**src/rtl/palette_ctl.sv**
```systemverilog
`default_nettype none
// ============================================================================
// Module      : palette_ctl
// Description : Sequencer and arbiter for the 16x8 single-port palette RAM.
//               Loads a default palette after reset, serves pipelined video
//               colour lookups with top priority, and buffers CPU palette
//               writes in a small FIFO that drains in video-idle cycles.
// Revision    : 1.0 - initial release
// ============================================================================
module palette_ctl #(
  parameter int WQ_DEPTH = 4,
  parameter int WQ_AW    = 2
) (
  input  logic       clk,
  input  logic       reset,
  input  logic       vid_req,
  input  logic [3:0] vid_idx,
  output logic [7:0] vid_color,
  output logic       vid_valid,
  input  logic       cpu_wr,
  input  logic [3:0] cpu_idx,
  input  logic [7:0] cpu_data,
  output logic       cpu_busy,
  output logic       wr_drop,
  output logic       init_done,
  output logic       ram_ce,
  output logic       ram_oce,
  output logic       ram_reset,
  output logic       ram_wre,
  output logic [3:0] ram_ad,
  output logic [7:0] ram_din,
  input  logic [7:0] ram_dout
);

  localparam logic [WQ_AW:0] c_depth = (WQ_AW + 1)'(WQ_DEPTH);
  localparam logic [3:0]     c_last  = 4'd15;

  typedef enum logic [0:0] {
    ST_INIT = 1'b0,
    ST_RUN  = 1'b1
  } state_t;

  state_t            r_state;
  state_t            w_state_nxt;
  logic [3:0]        r_init_cnt;
  logic [3:0]        w_init_cnt_nxt;

  // Write queue storage: {index, colour}
  logic [11:0]       r_wq_mem [WQ_DEPTH];
  logic [WQ_AW-1:0]  r_wq_rd_ptr;
  logic [WQ_AW-1:0]  r_wq_wr_ptr;
  logic [WQ_AW:0]    r_wq_count;
  logic [11:0]       w_wq_head;
  logic              w_wq_full;
  logic              w_wq_empty;
  logic              w_push;
  logic              w_pop;
  logic              w_rd_issue;

  logic              r_rd_p1;
  logic              r_vid_valid;
  logic [7:0]        r_vid_color;
  logic              r_wr_drop;

  assign w_wq_head  = r_wq_mem[r_wq_rd_ptr];
  assign w_wq_full  = (r_wq_count == c_depth);
  assign w_wq_empty = (r_wq_count == '0);

  // Arbitration: video read beats queued write; nothing is served during INIT
  assign w_rd_issue = !reset && (r_state == ST_RUN) && vid_req;
  assign w_pop      = !reset && (r_state == ST_RUN) && !vid_req && !w_wq_empty;
  // A push into a full queue is still accepted when the head leaves this cycle
  assign w_push     = cpu_wr && (!w_wq_full || w_pop);

  assign cpu_busy   = w_wq_full;
  assign wr_drop    = r_wr_drop;
  assign init_done  = (r_state == ST_RUN);
  assign vid_valid  = r_vid_valid;
  assign vid_color  = r_vid_color;
  assign ram_oce    = 1'b1;
  assign ram_reset  = reset;

  // FSM state and init counter register
  always_ff @(posedge clk) begin
    if (reset) begin
      r_state    <= ST_INIT;
      r_init_cnt <= '0;
    end else begin
      r_state    <= w_state_nxt;
      r_init_cnt <= w_init_cnt_nxt;
    end
  end

  // Next-state logic and RAM port drive
  always_comb begin
    w_state_nxt    = r_state;
    w_init_cnt_nxt = r_init_cnt;
    ram_ce         = 1'b0;
    ram_wre        = 1'b0;
    ram_ad         = '0;
    ram_din        = '0;
    if (!reset) begin
      case (r_state)
        ST_INIT: begin
          ram_ce         = 1'b1;
          ram_wre        = 1'b1;
          ram_ad         = r_init_cnt;
          ram_din        = {r_init_cnt, r_init_cnt};
          w_init_cnt_nxt = r_init_cnt + 4'd1;
          if (r_init_cnt == c_last) begin
            w_state_nxt = ST_RUN;
          end
        end
        ST_RUN: begin
          if (w_rd_issue) begin
            ram_ce = 1'b1;
            ram_ad = vid_idx;
          end else if (w_pop) begin
            ram_ce  = 1'b1;
            ram_wre = 1'b1;
            ram_ad  = w_wq_head[11:8];
            ram_din = w_wq_head[7:0];
          end
        end
        default: begin
          w_state_nxt = ST_INIT;
        end
      endcase
    end
  end

  // Queue pointers, occupancy and sticky overflow flag
  always_ff @(posedge clk) begin
    if (reset) begin
      r_wq_rd_ptr <= '0;
      r_wq_wr_ptr <= '0;
      r_wq_count  <= '0;
      r_wr_drop   <= 1'b0;
    end else begin
      if (w_push) begin
        r_wq_wr_ptr <= r_wq_wr_ptr + 1'b1;
      end
      if (w_pop) begin
        r_wq_rd_ptr <= r_wq_rd_ptr + 1'b1;
      end
      case ({w_push, w_pop})
        2'b10:   r_wq_count <= r_wq_count + 1'b1;
        2'b01:   r_wq_count <= r_wq_count - 1'b1;
        default: r_wq_count <= r_wq_count;
      endcase
      if (cpu_wr && !w_push) begin
        r_wr_drop <= 1'b1;
      end
    end
  end

  // Queue storage; the head is read combinationally before any overwrite lands
  always_ff @(posedge clk) begin
    if (w_push) begin
      r_wq_mem[r_wq_wr_ptr] <= {cpu_idx, cpu_data};
    end
  end

  // Lookup pipeline: issue -> RAM output -> registered colour
  always_ff @(posedge clk) begin
    if (reset) begin
      r_rd_p1     <= 1'b0;
      r_vid_valid <= 1'b0;
      r_vid_color <= '0;
    end else begin
      r_rd_p1     <= w_rd_issue;
      r_vid_valid <= r_rd_p1;
      if (r_rd_p1) begin
        r_vid_color <= ram_dout;
      end
    end
  end

endmodule
`default_nettype wire
```
**config.mk**
```make
export PLATFORM = sky130hd
export DESIGN_NAME = palette_ctl
export DESIGN_NICKNAME = d
export VERILOG_FILES = /design/src/rtl/palette_ctl.sv
export SDC_FILE = /design/constraint.sdc
export NUM_CORES = 1
export LEC_CHECK = 0
export CAP_MARGIN = 20
export CORE_MARGIN = 2
export CORE_UTILIZATION = 56
export CTS_BUF_LIST = sky130_fd_sc_hd__clkbuf_8
export CTS_CLUSTER_SIZE = 8
export DETAILED_ROUTE_END_ITERATION = 12
export GPL_TIMING_DRIVEN = 0
export PLACE_DENSITY = 0.81
export SLEW_MARGIN = 20
export SYNTH_ARGS = -nofsm -noshare
export SYNTH_HDL_FRONTEND = slang
export SYNTH_SLANG_ARGS = --single-unit
export TNS_END_PERCENT = 50
```
**constraint.sdc**
```tcl
create_clock -name clk -period 3.8 [get_ports clk]
set_input_delay 0.76 -clock clk [delete_from_list [all_inputs] [get_ports clk]]
set_output_delay 0.76 -clock clk [all_outputs]
set_load 0.1 [all_outputs]
```
==> impl_metrics.py <==
metrics = {
    "outcome": {
        "status": "complete, no violations",
    },
    "yosys": {
        "synthCells": 235,
        "ys.flop_type": "edfxtp_1",
        "async_flop_share_pct": 0,
        "synth_nets": 269,
        "synth.area.top_cells": "edfxtp_1 46%, dfxtp_1 16%, mux4_2 5.8%",
        "synth_top_area_cell": "edfxtp_1",
        "yosys-top-cells-count": "48 x edfxtp_1, 29 x nor2_1, 25 x dfxtp_1",
        "ys_seq_area_share_pct": 62.6,
        "synth_top_area_share_pct": 46.5,
        "synth_edf_count": 48,
        "synth_cell_types": 37,
        "synth_area_per_cell_um2": 13.2,
        "syn_area_mm2": 0.00310,
        "yosysMostFrequentCell": "edfxtp_1",
        "ys_ff_latch": 73,
        "yosys_warnings": 0,
    },
    "die": {
        "fp.dieW_um": 78.4,
        "ios": 56,
        "dieArea_mm2": 0.00615,
        "die_h_um": 78.4,
        "core_area_mm2": 0.00544,
        "start_util_pct": 57.1,
        "rows": 27,
    },
    "clock_tree": {
        "clockRootBuffer": "clkbuf_8",
        "h-tree-depth": 3,
        "cts_setup_buffers": 0,
        "clkTransAtPathRegs_ns": 0.07,
        "cts.sinks": 73,
        "cts_tree": "built",
        "clockBufferDepth": 2,
        "insertion_delay_ns": 0.34,
        "cts_hold_buf": 0,
        "numCtsBuffers": 9,
    },
    "timing": {
        "finalSetupViolCount": 0,
        "finalSetupTns_ns": 0,
        "slew_viol_final": 0,
        "min_period_over_period_pct": 96.8,
        "hold_viol": 0,
        "rsz0062_at_grt": "no",
        "max_freq_mhz": 272,
        "maxSlewHeadroom_pct": 34.6,
        "worst_pin_slew_ns": 0.978,
        "clock_skew_ns": 0.00771,
        "period_needed_ns": 3.68,
    },
    "setup_path": {
        "crit_path_frequent_cell": "nor2_1",
        "critPathMaxStageDelay_ns": 0.57,
        "critical_path_class": "input port to primary output",
        "worst_path_max_delay_cell": "clkdlybuf4s15_2",
        "cp-end-kind": "primary output",
        "critPathRequiredTime_ns": 3.04,
        "crit_path_max_fanout": 10,
        "critPathArrivalTime_ns": 2.92,
        "crit_chain": "clkdlybuf4s50_1 -> or3b_1 -> buf_6 -> nor2_1 -> buf_4 -> a21oi_1 -> nor2_1 -> clkdlybuf4s15_2",
        "cp-start-kind": "input port",
    },
    "drt": {
        "drt-initial-drc-count": 52,
        "vias_per_cell": 5.45,
        "drtPass1Iterations": 4,
        "routed_wl_um": 6210,
        "drc": 0,
        "final_antenna_net_count": 0,
        "vias": 2048,
        "post_drt_wl_per_cell_um": 16.5,
    },
    "global_routing": {
        "grt_max_degree": 13,
        "grt_pass1_vias": 2025,
        "grt.total_usage_pct": 21.9,
        "grt_pass1_wl_um": 9970,
        "grt_overflow": 0,
        "antenna_found_initial": 0,
    },
    "placed_design": {
        "hpwlAfterDp_um": 4190,
        "io_buffers": 53,
        "gp_congestion": 0.819,
    },
    "pwr": {
        "vdd_drop_max_v": 0.000463,
        "power.density_mw_per_mm2": 417,
        "p_leak_uw": 0.00134,
    },
    "cells_and_area": {
        "drive_gt1_share_pct": 16.8,
        "area_growth_pct": 26.9,
        "nets": 333,
        "fin_util_pct": 72.4,
        "antennaDiodeCount": 0,
        "multiInputGateArea_mm2": 0.00109,
        "fill_cells": 383,
        "ff_latch_area_mm2": 0.00194,
    },
    "min_path": {
        "min_path_type": "register to register",
    },
    "run": {
        "maxCapViolCount": 0,
    },
}
power breakdown:
| part | switching [uW] | leakage (uW) | internal (uW) |
|---|---|---|---|
| sequential | 12.7 | 0.000643 | 878 |
| combinational | 115 | 0.000596 | 63.3 |
| clock | 276 | 0.000102 | 297 |
flip-flops by register name, summed over array words and instances, names as in the netlist, 2 cells and up, named ones only:
register / count
r_wq_count: 3
vid_color: 8
r_wq_mem: 48
r_init_cnt: 4
r_wq_rd_ptr: 2
r_wq_wr_ptr: 2
path summary, 6_finish.rpt:
kind	startpoint	endpoint	slack, ns	cells after the start
min	r_wq_rd_ptr[1]$_SDFFE_PP0N_	register	0.46	1
max	vid_req	ram_din[2]	0.12	8
min reg2reg	r_wq_rd_ptr[1]$_SDFFE_PP0N_	register	0.46	1
max reg2reg	init_done$_SDFF_PP0_	r_wq_count[2]$_SDFFE_PP0P_	1.36	10
final cells by class:
| cell class | count | area share [%] |
|---|---|---|
| plain buffers | 14 | 2.07 |
| well taps | 72 | 2.29 |
| repair buffers | 53 | 13.3 |
| multi-input cells | 142 | 27.6 |
| clock buffers | 9 | 3.15 |
| clock inverters | 7 | 1.62 |
| inverters | 6 | 0.572 |
| flip-flops and latches | 73 | 49.3 |
critical path: cells and delay by family:
kind            cells  cell delay (ns)
compound gates      1             0.09
buf+inv             4             1.43
simple gates        3             0.62
layout by cell type (no fill, tap or decap), types with 2 or more instances in the layout:
master / count
a31oi_1: 6
nor2b_1: 6
nand2b_1: 6
mux4_2: 8
buf_2: 2
dlygate4sd2_1: 3
xnor2_1: 4
buf_4: 3
xor2_1: 3
mux2_2: 8
clkdlybuf4s15_2: 5
buf_6: 2
and2_1: 5
clkinv_2: 2
a311oi_2: 3
ha_1: 5
nand3_1: 5
o21ai_0: 5
clkbuf_4: 2
clkdlybuf4s50_1: 40
a31oi_2: 2
mux2i_1: 11
edfxtp_1: 48
dfxtp_1: 25
inv_1: 8
clkbuf_1: 6
nor2_1: 29
a21oi_1: 4
clkbuf_8: 9
nand2_1: 18
metrics by stage:
stage | instances | total power (uW) | hold WS [ns] | setup slack (ns) | cell area [um^2]
2_1_floorplan | 235 | 1020 | 0.428 | -0.265 | 3130
3_3_place_gp | 360 | 1090 | 0.441 | -0.614 | 3750
3_5_place_dp | 360 | 1090 | 0.454 | -0.602 | 3750
4_1_cts | 376 | 1650 | 0.463 | -0.0803 | 3930
5_1_grt | 376 | 1700 | 0.491 | 0.0102 | 3940
6_report | 376 | 1640 | 0.460 | 0.120 | 3940
logic make-up (layout without fill, tap and decap cells):
logic type | count (synthesis) | in the layout | share of synthesized area [%]
compound gates | 28 | 28 | 6.25
mux | 27 | 27 | 12.3
fa+ha+maj | 6 | 6 | 2.66
other cells | 1 | 1 | 0.121
simple gates | 73 | 73 | 10.8
flops | 73 | 73 | 62.6
buf+inv | 20 | 89 | 3.35
xor+xnor | 7 | 7 | 1.98
routing by layer:
layer / global-route usage (%) / vias to the layer above / wire (um)
met2: 37.7 / 65 / 3130
met3: 5.40 / 13 / 294
met5: 0 / - / 0
met1: 27.6 / 995 / 2700
li1: - / 975 / -
met4: 6.84 / 0 / 86
repair_timing:
item / 4_1_cts / 5_1_grt
endpoints found under the setup margin: 12 / 5
hold endpoints to repair: 0 / 0
resized for setup: 32 / 6
Power figures use the tool's default switching activity.
